==> src/rtl/ascon_op_sequencer.sv <==
// Control sequencer for an Ascon permutation datapath: starts an operation on a
// ready level, walks init/key-XOR/round/writeback phases and reports done/error.
module ascon_op_sequencer (
  input  logic       clk,
  input  logic       rst_n,
  input  logic       i_operation_ready,
  input  logic [2:0] i_operation_mode,
  input  logic       i_state_shift_en,
  output logic       o_operation_done,
  output logic       o_busy,
  output logic       o_round_en,
  output logic [3:0] o_round_idx,
  output logic       o_state_init_en,
  output logic       o_key_xor_en,
  output logic [1:0] o_key_xor_sel,
  output logic       o_reg_128b_wrback_en,
  output logic [1:0] o_reg_128b_wrback_sel,
  output logic       o_error,
  output logic [2:0] o_dbg_state
);

  typedef enum logic [2:0] {
    S_IDLE      = 3'd0,
    S_INIT_LOAD = 3'd1,
    S_PRE_XOR   = 3'd2,
    S_ROUNDS    = 3'd3,
    S_POST_XOR  = 3'd4,
    S_WRBACK    = 3'd5,
    S_DONE      = 3'd6,
    S_WAIT_CLR  = 3'd7
  } state_t;

  localparam logic [2:0] M_NOP        = 3'b000;
  localparam logic [2:0] M_PERM12     = 3'b001;
  localparam logic [2:0] M_PERM8      = 3'b010;
  localparam logic [2:0] M_PERM6      = 3'b011;
  localparam logic [2:0] M_AEAD_INIT  = 3'b100;
  localparam logic [2:0] M_AEAD_FINAL = 3'b101;

  state_t     r_state;
  logic [2:0] r_mode;
  logic [3:0] r_cnt;
  logic       r_error;
  logic       r_busy;
  logic       r_done;
  logic       r_round_en;
  logic       r_init_en;
  logic       r_kx_en;
  logic [1:0] r_kx_sel;
  logic       r_wb_en;
  logic       w_conflict;
  logic       w_keep;

  // A datapath write while a strobe state is active kills that cycle's strobes.
  assign w_conflict = i_state_shift_en && (r_state inside
                      {S_INIT_LOAD, S_PRE_XOR, S_ROUNDS, S_POST_XOR, S_WRBACK});
  assign w_keep     = ~w_conflict;

  always_ff @(posedge clk or negedge rst_n) begin
    if (!rst_n) begin
      r_state    <= S_IDLE;
      r_mode     <= M_NOP;
      r_cnt      <= 4'd0;
      r_error    <= 1'b0;
      r_busy     <= 1'b0;
      r_done     <= 1'b0;
      r_round_en <= 1'b0;
      r_init_en  <= 1'b0;
      r_kx_en    <= 1'b0;
      r_kx_sel   <= 2'b00;
      r_wb_en    <= 1'b0;
    end else begin
      r_done     <= 1'b0;
      r_round_en <= 1'b0;
      r_init_en  <= 1'b0;
      r_kx_en    <= 1'b0;
      r_kx_sel   <= 2'b00;
      r_wb_en    <= 1'b0;
      if (w_conflict) begin
        r_state <= S_DONE;
        r_done  <= 1'b1;
        r_error <= 1'b1;
      end else begin
        case (r_state)
          S_IDLE: begin
            if (i_operation_ready) begin
              r_mode  <= i_operation_mode;
              r_error <= 1'b0;
              r_busy  <= 1'b1;
              case (i_operation_mode)
                M_PERM12, M_PERM8, M_PERM6: begin
                  r_state    <= S_ROUNDS;
                  r_round_en <= 1'b1;
                  r_cnt      <= (i_operation_mode == M_PERM12) ? 4'd0 :
                                (i_operation_mode == M_PERM8)  ? 4'd4 : 4'd6;
                end
                M_AEAD_INIT: begin
                  r_state   <= S_INIT_LOAD;
                  r_init_en <= 1'b1;
                end
                M_AEAD_FINAL: begin
                  r_state  <= S_PRE_XOR;
                  r_kx_en  <= 1'b1;
                  r_kx_sel <= 2'b10;
                end
                M_NOP: begin
                  r_state <= S_DONE;
                  r_done  <= 1'b1;
                end
                default: begin
                  r_state <= S_DONE;
                  r_done  <= 1'b1;
                  r_error <= 1'b1;
                end
              endcase
            end
          end
          S_INIT_LOAD, S_PRE_XOR: begin
            r_state    <= S_ROUNDS;
            r_round_en <= 1'b1;
            r_cnt      <= 4'd0;
          end
          S_ROUNDS: begin
            if (r_cnt == 4'd11) begin
              if (r_mode == M_AEAD_INIT || r_mode == M_AEAD_FINAL) begin
                r_state  <= S_POST_XOR;
                r_kx_en  <= 1'b1;
                r_kx_sel <= 2'b01;
              end else begin
                r_state <= S_DONE;
                r_done  <= 1'b1;
              end
            end else begin
              r_cnt      <= r_cnt + 4'd1;
              r_round_en <= 1'b1;
            end
          end
          S_POST_XOR: begin
            if (r_mode == M_AEAD_FINAL) begin
              r_state <= S_WRBACK;
              r_wb_en <= 1'b1;
            end else begin
              r_state <= S_DONE;
              r_done  <= 1'b1;
            end
          end
          S_WRBACK: begin
            r_state <= S_DONE;
            r_done  <= 1'b1;
          end
          S_DONE: begin
            r_state <= S_WAIT_CLR;
            r_busy  <= 1'b0;
          end
          S_WAIT_CLR: begin
            if (!i_operation_ready) r_state <= S_IDLE;
          end
          default: r_state <= S_IDLE;
        endcase
      end
    end
  end

  assign o_operation_done      = r_done;
  assign o_busy                = r_busy;
  assign o_error               = r_error;
  assign o_round_en            = r_round_en & w_keep;
  assign o_round_idx           = (r_round_en & w_keep) ? r_cnt : 4'd0;
  assign o_state_init_en       = r_init_en & w_keep;
  assign o_key_xor_en          = r_kx_en & w_keep;
  assign o_key_xor_sel         = w_keep ? r_kx_sel : 2'b00;
  assign o_reg_128b_wrback_en  = r_wb_en & w_keep;
  assign o_reg_128b_wrback_sel = (r_wb_en & w_keep) ? 2'b10 : 2'b00;
  assign o_dbg_state           = r_state;

endmodule

==> config.mk <==
export PLATFORM = sky130hd
export DESIGN_NAME = ascon_op_sequencer
export DESIGN_NICKNAME = d
export VERILOG_FILES = /design/src/rtl/ascon_op_sequencer.sv
export SDC_FILE = /design/constraint.sdc
export NUM_CORES = 1
export LEC_CHECK = 0
export CAP_MARGIN = 40
export CORE_UTILIZATION = 49
export DETAILED_ROUTE_END_ITERATION = 7
export PLACE_DENSITY = 0.82
export SLEW_MARGIN = 40
export SYNTH_ARGS = -nofsm -noshare
export SYNTH_HDL_FRONTEND = slang
export SYNTH_SLANG_ARGS = --single-unit
export TNS_END_PERCENT = 1
==> constraint.sdc <==
create_clock -name clk -period 2.41 [get_ports clk]
set_clock_uncertainty 0.1 [all_clocks]
set_input_delay 0.241 -clock clk [delete_from_list [all_inputs] [get_ports clk]]
set_output_delay 0.241 -clock clk [all_outputs]
set_load 0.02 [all_outputs]
Word level (Yosys, flattened, before mapping)
Index checks and enable logic that the tools add are counted.
{"block": "totals", "out_inout_bits": 18, "in_bits": 7, "register_bits": 19, "wordCells": 110}
{"block": "classes", "bitwise_logic": 5, "n_addsub": 1, "n_reduce_logical": 18, "eq_ne": 21, "n_mux": 54}
{"cell": "$mux 1", "count": 29}
{"cell": "$eq 3x3->1 const B", "count": 8}
{"cell": "$pmux 3 s7", "count": 1}
{"cell": "$mux 2", "count": 8}
{"cell": "$mux 4", "count": 4}
{"cell": "$mux 3", "count": 5}
{"cell": "$eq 3x2->1 const B", "count": 4}
{"cell": "$pmux 4 s3", "count": 1}
{"cell": "$pmux 3 s3", "count": 1}
{"cell": "$reduce_and 3->1", "count": 3}
{"cell": "$eq 3x1->1 const B", "count": 2}
{"cell": "$logic_not 3->1", "count": 2}
{"cell": "$ne 3x3->1 const B", "count": 2}
{"cell": "$reduce_bool 2->1", "count": 3}
{"cell": "$reduce_or 6->1", "count": 1}
{"cell": "$reduce_and 5->1", "count": 1}
{"cell": "$reduce_bool 5->1", "count": 1}
{"cell": "$reduce_or 5->1", "count": 1}
{"cell": "$add 4x1->4 const B", "count": 1}
{"cell": "$and 1x1->1", "count": 4}
{"cell": "$eq 4x4->1 const B", "count": 1}
{"cell": "$ne 2x2->1 const B", "count": 2}
{"cell": "$pmux 1 s2", "count": 2}
{"cell": "$pmux 1 s4", "count": 1}
{"cell": "other kinds (11)", "count": 11}

Depth between registers and ports, before layout
Gate-level depths: netlist of the first run.
{"block": "depth", "word_depth": 6, "ltp_mapped": 6, "ltp_nobuf": 5}

Worst setup path before layout of the first run
Ideal clock, no wire load.
{"block": "synth_path", "path_kind": "reg-to-output", "start": "register r_state[1], in the netlist o_dbg_state[1]", "end": "output port o_reg_128b_wrback_sel[1]", "path_buffers": 3, "t_arrival_ns": 1.803, "path_stages_with_launch": 7, "slack_ns": 0.266, "required_time_ns": 2.069, "path_cell_list": "dfrtp_1 -> buf_2 -> or3_1 -> nand3_1 -> clkbuf_2 -> and2_1 -> buf_4"}
{"block": "synth_via", "elab_chain_cells": 6, "elab_cells_between_ends": 10, "classes_between": "eq/ne: 5; mux: 1; bitwise: 2; reduce/logical: 2"}
{"element": "from (decl)", "line": "40", "text": "state_t r_state;"}
{"element": "from (signal assigned)", "line": "61", "text": "r_state <= S_IDLE;"}
{"element": "from (signal assigned)", "line": "80", "text": "r_state <= S_DONE;"}
{"element": "from (signal assigned)", "line": "92", "text": "r_state <= S_ROUNDS;"}
{"element": "$eq 3x1->1 (tied with other cells)", "line": "55", "text": "assign w_conflict = i_state_shift_en && (r_state inside"}
{"element": "$reduce_bool 5->1 *", "line": "55"}
{"element": "$logic_and 1x1->1 *", "line": "55"}
{"element": "$not 1->1 (no line) *"}
{"element": "$and 1x1->1 *"}
{"element": "named net o_reg_128b_wrback_en", "line": "16", "text": "output logic o_reg_128b_wrback_en,"}
{"element": "$mux 2 *", "line": "173", "text": "assign o_reg_128b_wrback_sel = (r_wb_en & w_keep) ? 2'b10 : 2'b00;"}
{"element": "to (decl)", "line": "17", "text": "output logic [1:0] o_reg_128b_wrback_sel,"}
The timed path passes the listed nets; every way through them passes the cells marked *.

Worst setup path after layout of the first run
{"block": "layout_path", "start": "register r_state[2], in the netlist o_dbg_state[2]", "end": "output port o_round_idx[2]"}
{"block": "layout_via", "elab_chain_cells": 6, "elab_cells_between_ends": 10, "classes_between": "eq/ne: 5; mux: 1; bitwise: 2; reduce/logical: 2"}
{"element": "$eq 3x1->1 (tied with other cells)", "line": "55"}
{"element": "$reduce_bool 5->1 *", "line": "55"}
{"element": "$logic_and 1x1->1 *", "line": "55"}
{"element": "$not 1->1 (no line) *"}
{"element": "$and 1x1->1 *", "line": "168", "text": "assign o_round_idx = (r_round_en & w_keep) ? r_cnt : 4'd0;"}
{"element": "$mux 4 *", "line": "168"}
{"element": "to (decl)", "line": "12", "text": "output logic [3:0] o_round_idx,"}
Mark *: on every way between the ends. The rest lies on a longest branch, timed or not.

==> results by group, run 1 <==
Status
  – Status: finished clean

Clock tree
  – CTS Root Cell: clkbuf_4
  – H-Tree Level Count: 1
  – Clock sinks: 19
  – Setup Buffers After CTS: 0
  – Clock Latency Late Sink: 0.29 ns
  – Clock Tree Buf Depth: 2
  – CTS tree: yes
  – TritonCTS Buffers: 3
  – Clock slew at reported path FFs: 0.11 ns

Worst setup path
  – Worst setup SP type: flop
  – Slowest stage delay, CP: 0.47 ns
  – Worst path slowest cell: or3_1
  – CP startpoint: o_dbg_state[2]
  – Buffer and inverter count on the worst path: 1
  – CP Cell Sequence: or3_1 -> nand3_4 -> and3_1 -> dlygate4sd2_1
  – CP arrival: 1.87 ns
  – Worst Setup End Kind: primary output
  – Required time worst endpoint: 2.07 ns
  – R2r startpoint: r_cnt[0]
  – Worst setup path class: flop to primary output
  – Maximum fanout along the worst path: 13
  – Cell family with most CP delay: simple AND/OR/NAND/NOR gates

Die
  – Die area: 2530 µm²
  – Core area: 2210 µm²
  – Ports: 25
  – Initial core utilization: 51.6%
  – # rows: 17
  – Die Ht: 50.3 µm
  – Die Width: 50.3 µm

Route
  – Vias: 1039
  – DRT Pass-1 Iters: 4
  – Initial DRC count: 43
  – Per-cell routed wire length: 14.7 µm
  – Post-route DRC: 0
  – Routed wire length: 2.58 mm
  – Post-route antenna net violation count: 0
  – Vias per cell: 5.94

Global routing
  – Largest net degree at the start of global routing: 20
  – Initial antenna violation count: 0
  – First-pass GRT wire length: 4.51 mm
  – Grt total ovfl: 0
  – Vias in the first global route: 989
  – Total GRT Usage: 23.7%

Placed design
  – Placer Congestion: 0.906
  – Post-DP HPWL: 1.86 mm
  – Number of port buffers: 23
  – Placed Instances: 171

Cells and area
  – N_diodes: 0
  – P&R area growth vs syn: 26.7%
  – Final core utilization: 65.4%
  – Layout Nets: 156
  – Post-Layout Cell Count: 175
  – Ratio of cells with drive above 1 in the final layout: 12.9%

Yosys
  – Post-synthesis sequential area ratio: 41.6%
  – Mean post-synth cell area: 9.36 µm²
  – Gate count of the mapped netlist: 122
  – Synthesis-stage register bit count: 19
  – Synth warn: 0
  – Biggest area consumer among synthesized cells: dfrtp_1
  – Netlist cell types: 45
  – Fraction of registers with async set/reset: 100%
  – Main synth FF type: dfrtp_1
  – Yosys top cell area share: 41.6%
  – Top-count cell post-synth: dfrtp_1
  – Synthesized area: 1140 µm²
  – Top post-synthesis cells by area: dfrtp_1 42%, mux2_2 3.9%, a21oi_1 3.5%
  – Post-synth EDFFs: 0
  – Syn_nets: 130
  – Commonest cells post-synth: 19 x dfrtp_1, 8 x a21oi_1, 8 x nand2_1, 8 x o21ai_0, 6 x and2_1

Flow run
  – MaxCap Viol Count: 0

Min path
  – Hold Path Class: input pin to asynchronous set/reset pin

Power
  – Leakage: 0.000721 µW
  – Max IR drop VDD: 616 µV
  – PwrDens: 976 nW/µm²
  – Total power: 1410 µW

Timing
  – Setup_tns: 0 ns
  – Final Max Slew Viols: 0
  – Count of final hold-check violations: 0
  – Achievable Freq: 452 MHz
  – RSZ-0062 raised after global routing: no
  – Final number of setup-violating endpoints: 0
  – Crit path time final: 2.21 ns
  – Period utilisation layout: 91.7%
-- report_power, final --
part           switching [µW]  internal (µW)
sequential               84.3            420
clock                    95.6           64.4
combinational             412            336
-- path summary, 6_finish.rpt --
| check | slack, ns | end | cells past startpoint |
|---|---|---|---|
| min in group clk | 0.42 | r_mode[0] | 1 |
| max | 0.20 | o_round_idx[2] | 4 |
| min | 0.17 | r_kx_en | 2 |
| min reg2reg | 0.42 | r_mode[0] | 1 |
| max reg2reg | 0.52 | r_cnt[1] | 5 |
| max in group asynchronous | 1.84 | o_busy | 2 |
-- cells by family after synthesis --
family	after synthesis	share of synthesized area [%]
AND/OR/NAND/NOR	47	25.0
AO/OA/AOI/OAI	35	21.0
flip-flops	19	41.6
buffers and inverters	14	6.24
multiplexers	4	3.94
adder cells (fa/ha/maj)	1	1.10
other	1	0.328
XOR/XNOR	1	0.767
-- flip-flops by register name, summed over array words and instances (netlist names), 2 cells and up --
| name | flops |
|---|---|
| r_kx_sel | 2 |
| r_mode | 3 |
| r_cnt | 4 |
| o_dbg_state | 3 |
-- layer usage --
| metal | GRT usage, % | vias up | share of wire (%) |
|---|---|---|---|
| li1 | - | 494 | - |
| met3 | 3.33 | 5 | 6.5 |
| met4 | 10.5 | 0 | 1.2 |
| met1 | 31.5 | 491 | 43 |
| met5 | 0 | - | 0 |
| met2 | 38.0 | 49 | 50 |
-- layout by cell type (no fill, tap or decap), types with 2 or more instances in the layout --
master,synthesis,routed
dfrtp_1,19,19
clkdlybuf4s50_1,0,12
nand2_1,8,8
a21oi_1,8,8
o21ai_0,8,8
dlygate4sd2_1,0,7
buf_4,2,7
and2_1,6,6
nand2b_1,5,5
inv_1,5,5
nor3_1,4,4
and3_1,4,4
mux2_2,4,4
dlymetal6s2s_1,0,4
nor2b_1,3,3
nor2_1,3,3
clkbuf_4,0,3
nand3b_1,2,2
or3_1,2,2
a221o_1,2,2
o211ai_1,2,2
o22ai_1,2,2
a31oi_1,2,2
a211oi_1,2,2
-- cell type report --
cell class	instances	area, µm²
Timing Repair Buffer	30	284
Fill cell	182	764
Tap cell	28	35.0
Multi-Input combinational cell	89	608
Clock buffer	4	26.3
Inverter	5	18.8
Sequential cell	19	475
-- repair_timing --
item / in CTS / in global routing
resized for setup: 9 / 4
endpoints found under the setup margin: 11 / 4
hold buffers: 0 / 0
-- stage by stage --
stage / worst slack [ns] / instance area [µm²] / hold WS [ns]
floorplan: 0.266 / 1140 / -0.155
global placement: 0.174 / 1410 / 0.391
detailed placement: 0.0882 / 1410 / 0.400
CTS: 0.00313 / 1440 / 0.171
global route: 0.111 / 1450 / 0.171
finish: 0.199 / 1450 / 0.167
Note: power is estimated with default switching activity, not from simulation.
==> run 2, diff against run 1 <==
--- a/config.mk
+++ b/config.mk
@@ -8,7 +8,9 @@
 export CAP_MARGIN = 40
 export CORE_UTILIZATION = 49
 export DETAILED_ROUTE_END_ITERATION = 7
+export GPL_ROUTABILITY_DRIVEN = 0
 export PLACE_DENSITY = 0.82
+export SETUP_SLACK_MARGIN = 0.02
 export SLEW_MARGIN = 40
 export SYNTH_ARGS = -nofsm -noshare
 export SYNTH_HDL_FRONTEND = slang
==> results by group, run 2 (synthesized netlist as in run 1, its figures left out) <==
Worst setup path
  – Maximum fanout along the worst path: 13 (unchanged)
  – Worst Setup End Kind: primary output
  – Reg2reg end: r_cnt[1]
  – Worst path slowest cell: or3_1
  – CP Cell Sequence: or3_1 -> nand3_4 -> and3_1 -> dlygate4sd2_1
  – CP arrival: 1.86 ns (about the same)
  – Worst R2R Setup Slack: 0.53 ns (about the same)
  – Slowest stage delay, CP: 0.47 ns (about the same)
  – Worst setup path class: flop to primary output
  – Required time worst endpoint: 2.07 ns (about the same)
  – R2R depth: 5 (unchanged)
  – Worst setup SP type: flop
  – R2r startpoint: r_cnt[0]

Die
  – Die Width: 50.3 µm (unchanged)
  – Die Ht: 50.3 µm (unchanged)
  – Core area: 2210 µm² (unchanged)
  – # rows: 17 (unchanged)
  – Die area: 2530 µm² (unchanged)
  – Ports: 25 (unchanged)
  – Initial core utilization: 51.6% (unchanged)

Timing
  – Final number of setup-violating endpoints: 0 (unchanged)
  – Count of final hold-check violations: 0 (unchanged)
  – Achievable Freq: 454 MHz (+0.30%)
  – Crit path time final: 2.20 ns (-0.00669 ns)
  – Final worst setup slack: 0.206 ns (+0.00669 ns)
  – Final Max Slew Viols: 0 (unchanged)
  – Period utilisation layout: 91.5% (-0.28 points)
  – RSZ-0062 raised after global routing: no
  – Setup_tns: 0 ns (unchanged)

Cells and area
  – Largest register FFs: 4 (unchanged)
  – Most frequent cells in the layout: 19 x dfrtp_1, 12 x clkdlybuf4s50_1, 11 x dlygate4sd2_1
  – Largest register by flop count: r_cnt
  – N_diodes: 0 (unchanged)
  – Ratio of cells with drive above 1 in the final layout: 12.9% (unchanged)
  – Final core utilization: 64.8% (-0.68 points)
  – Layout Nets: 156 (unchanged)
  – P&R area growth vs syn: 25.4%
  – Commonest non-fill, non-tap cell in the layout: dfrtp_1

Placed design
  – Number of port buffers: 23 (unchanged)
  – Dpl ws: 0.0882 ns (unchanged)
  – Post-DP HPWL: 1.86 mm (unchanged)

Clock tree
  – TritonCTS Buffers: 3 (unchanged)
  – H-Tree Level Count: 1 (unchanged)
  – Clock slew at reported path FFs: 0.10 ns (about the same)
  – CTS tree: yes
  – Clock Latency Late Sink: 0.29 ns (about the same)
  – Setup Buffers After CTS: 0 (unchanged)
  – Clock sinks: 19 (unchanged)
  – CTS Root Cell: clkbuf_4
  – Clock Tree Buf Depth: 2 (unchanged)

Global routing
  – Initial antenna violation count: 0 (unchanged)
  – Vias in the first global route: 989 (unchanged)
  – Largest net degree at the start of global routing: 20 (unchanged)
  – Grt total ovfl: 0 (unchanged)
  – Total GRT Usage: 23.7% (unchanged)
  – First-pass GRT wire length: 4.51 mm (unchanged)

Min path
  – Hold Path Class: input pin to asynchronous set/reset pin

Route
  – Routed wire length: 2.55 mm (-0.85%)
  – Vias: 1015 (-2.3%)
  – Post-route antenna net violation count: 0 (unchanged)
  – Vias per cell: 5.80 (-2.3%)
  – Post-route DRC: 0 (unchanged)
  – DRT Pass-1 Iters: 4 (unchanged)
  – Initial DRC count: 43 (unchanged)
  – Per-cell routed wire length: 14.6 µm (-0.85%)

Status
  – Status: finished clean

Power
  – Max IR drop VDD: 613 µV (-0.49%)
  – Leakage: 0.000667 µW (-7.5%)
  – PwrDens: 981 nW/µm² (+0.53%)

Flow run
  – MaxCap Viol Count: 0 (unchanged)
run 2: changes by cell type in the layout (fill, tap and decap cells not counted):
cell | previous run | this run
dlygate4sd2_1 | 7 | 11
dlymetal6s2s_1 | 4 | 0
run 2: critical path: cells and delay by family, from the launching register on:
family | cells | cell delay, ns
AND/OR/NAND/NOR | 3 | 0.83
flip-flops | 1 | 0.40
buffers and inverters | 1 | 0.35
run 2: worst max-delay path by stage:
| stage | startpoint | endpoint | slack, ns | depth (start not counted) |
|---|---|---|---|---|
| floorplan | o_dbg_state[1] | o_reg_128b_wrback_sel[1] | 0.27 | 6 |
| global placement | o_dbg_state[2] | o_round_idx[3] | 0.17 | 4 |
| detailed placement | o_dbg_state[2] | o_round_idx[2] | 0.09 | 4 |
| CTS | o_dbg_state[2] | o_round_idx[2] | 0.20 | 4 |
| global route | o_dbg_state[2] | o_round_idx[2] | 0.11 | 4 |
| finish | o_dbg_state[2] | o_round_idx[2] | 0.21 | 4 |
run 2: through the flow:
step                instances  hold WS (ns)  cell area, µm²  power (µW)
floorplan                 122        -0.155            1140        1000
global placement          171         0.391            1410        1220
detailed placement        171         0.400            1410        1240
CTS                       175         0.171            1430        1400
global route              175         0.171            1430        1510
finish                    175         0.170            1430        1410
run 2: cell type report:
class / instances / area [µm²]
multi-input cells: 89 / 608
repair buffers: 30 / 269
fillers: 186 / 779
well taps: 28 / 35.0
flip-flops and latches: 19 / 475
clock buffers: 4 / 26.3
inverters: 5 / 18.8
run 2: layer usage:
metal  track usage [%]  share of wire [%]  vias to the layer above
met3              3.33                6.2                        5
met5                 0                  0                        -
li1                  -                  -                      490
met1              31.5                 44                      478
met2              38.0                 49                       42
met4              10.5                1.4                        0
run 2: where the power goes:
part	internal, µW	leakage, µW	switching [µW]
logic	334	0.000415	412
registers	420	0.000236	84.2
clock network	64.3	0.0000150	92.0
run 2: what timing repair did:
item                       4_1_cts  5_1_grt
setup endpoints to repair       11        0
hold buffers                     0        0
gates resized for setup         13        0
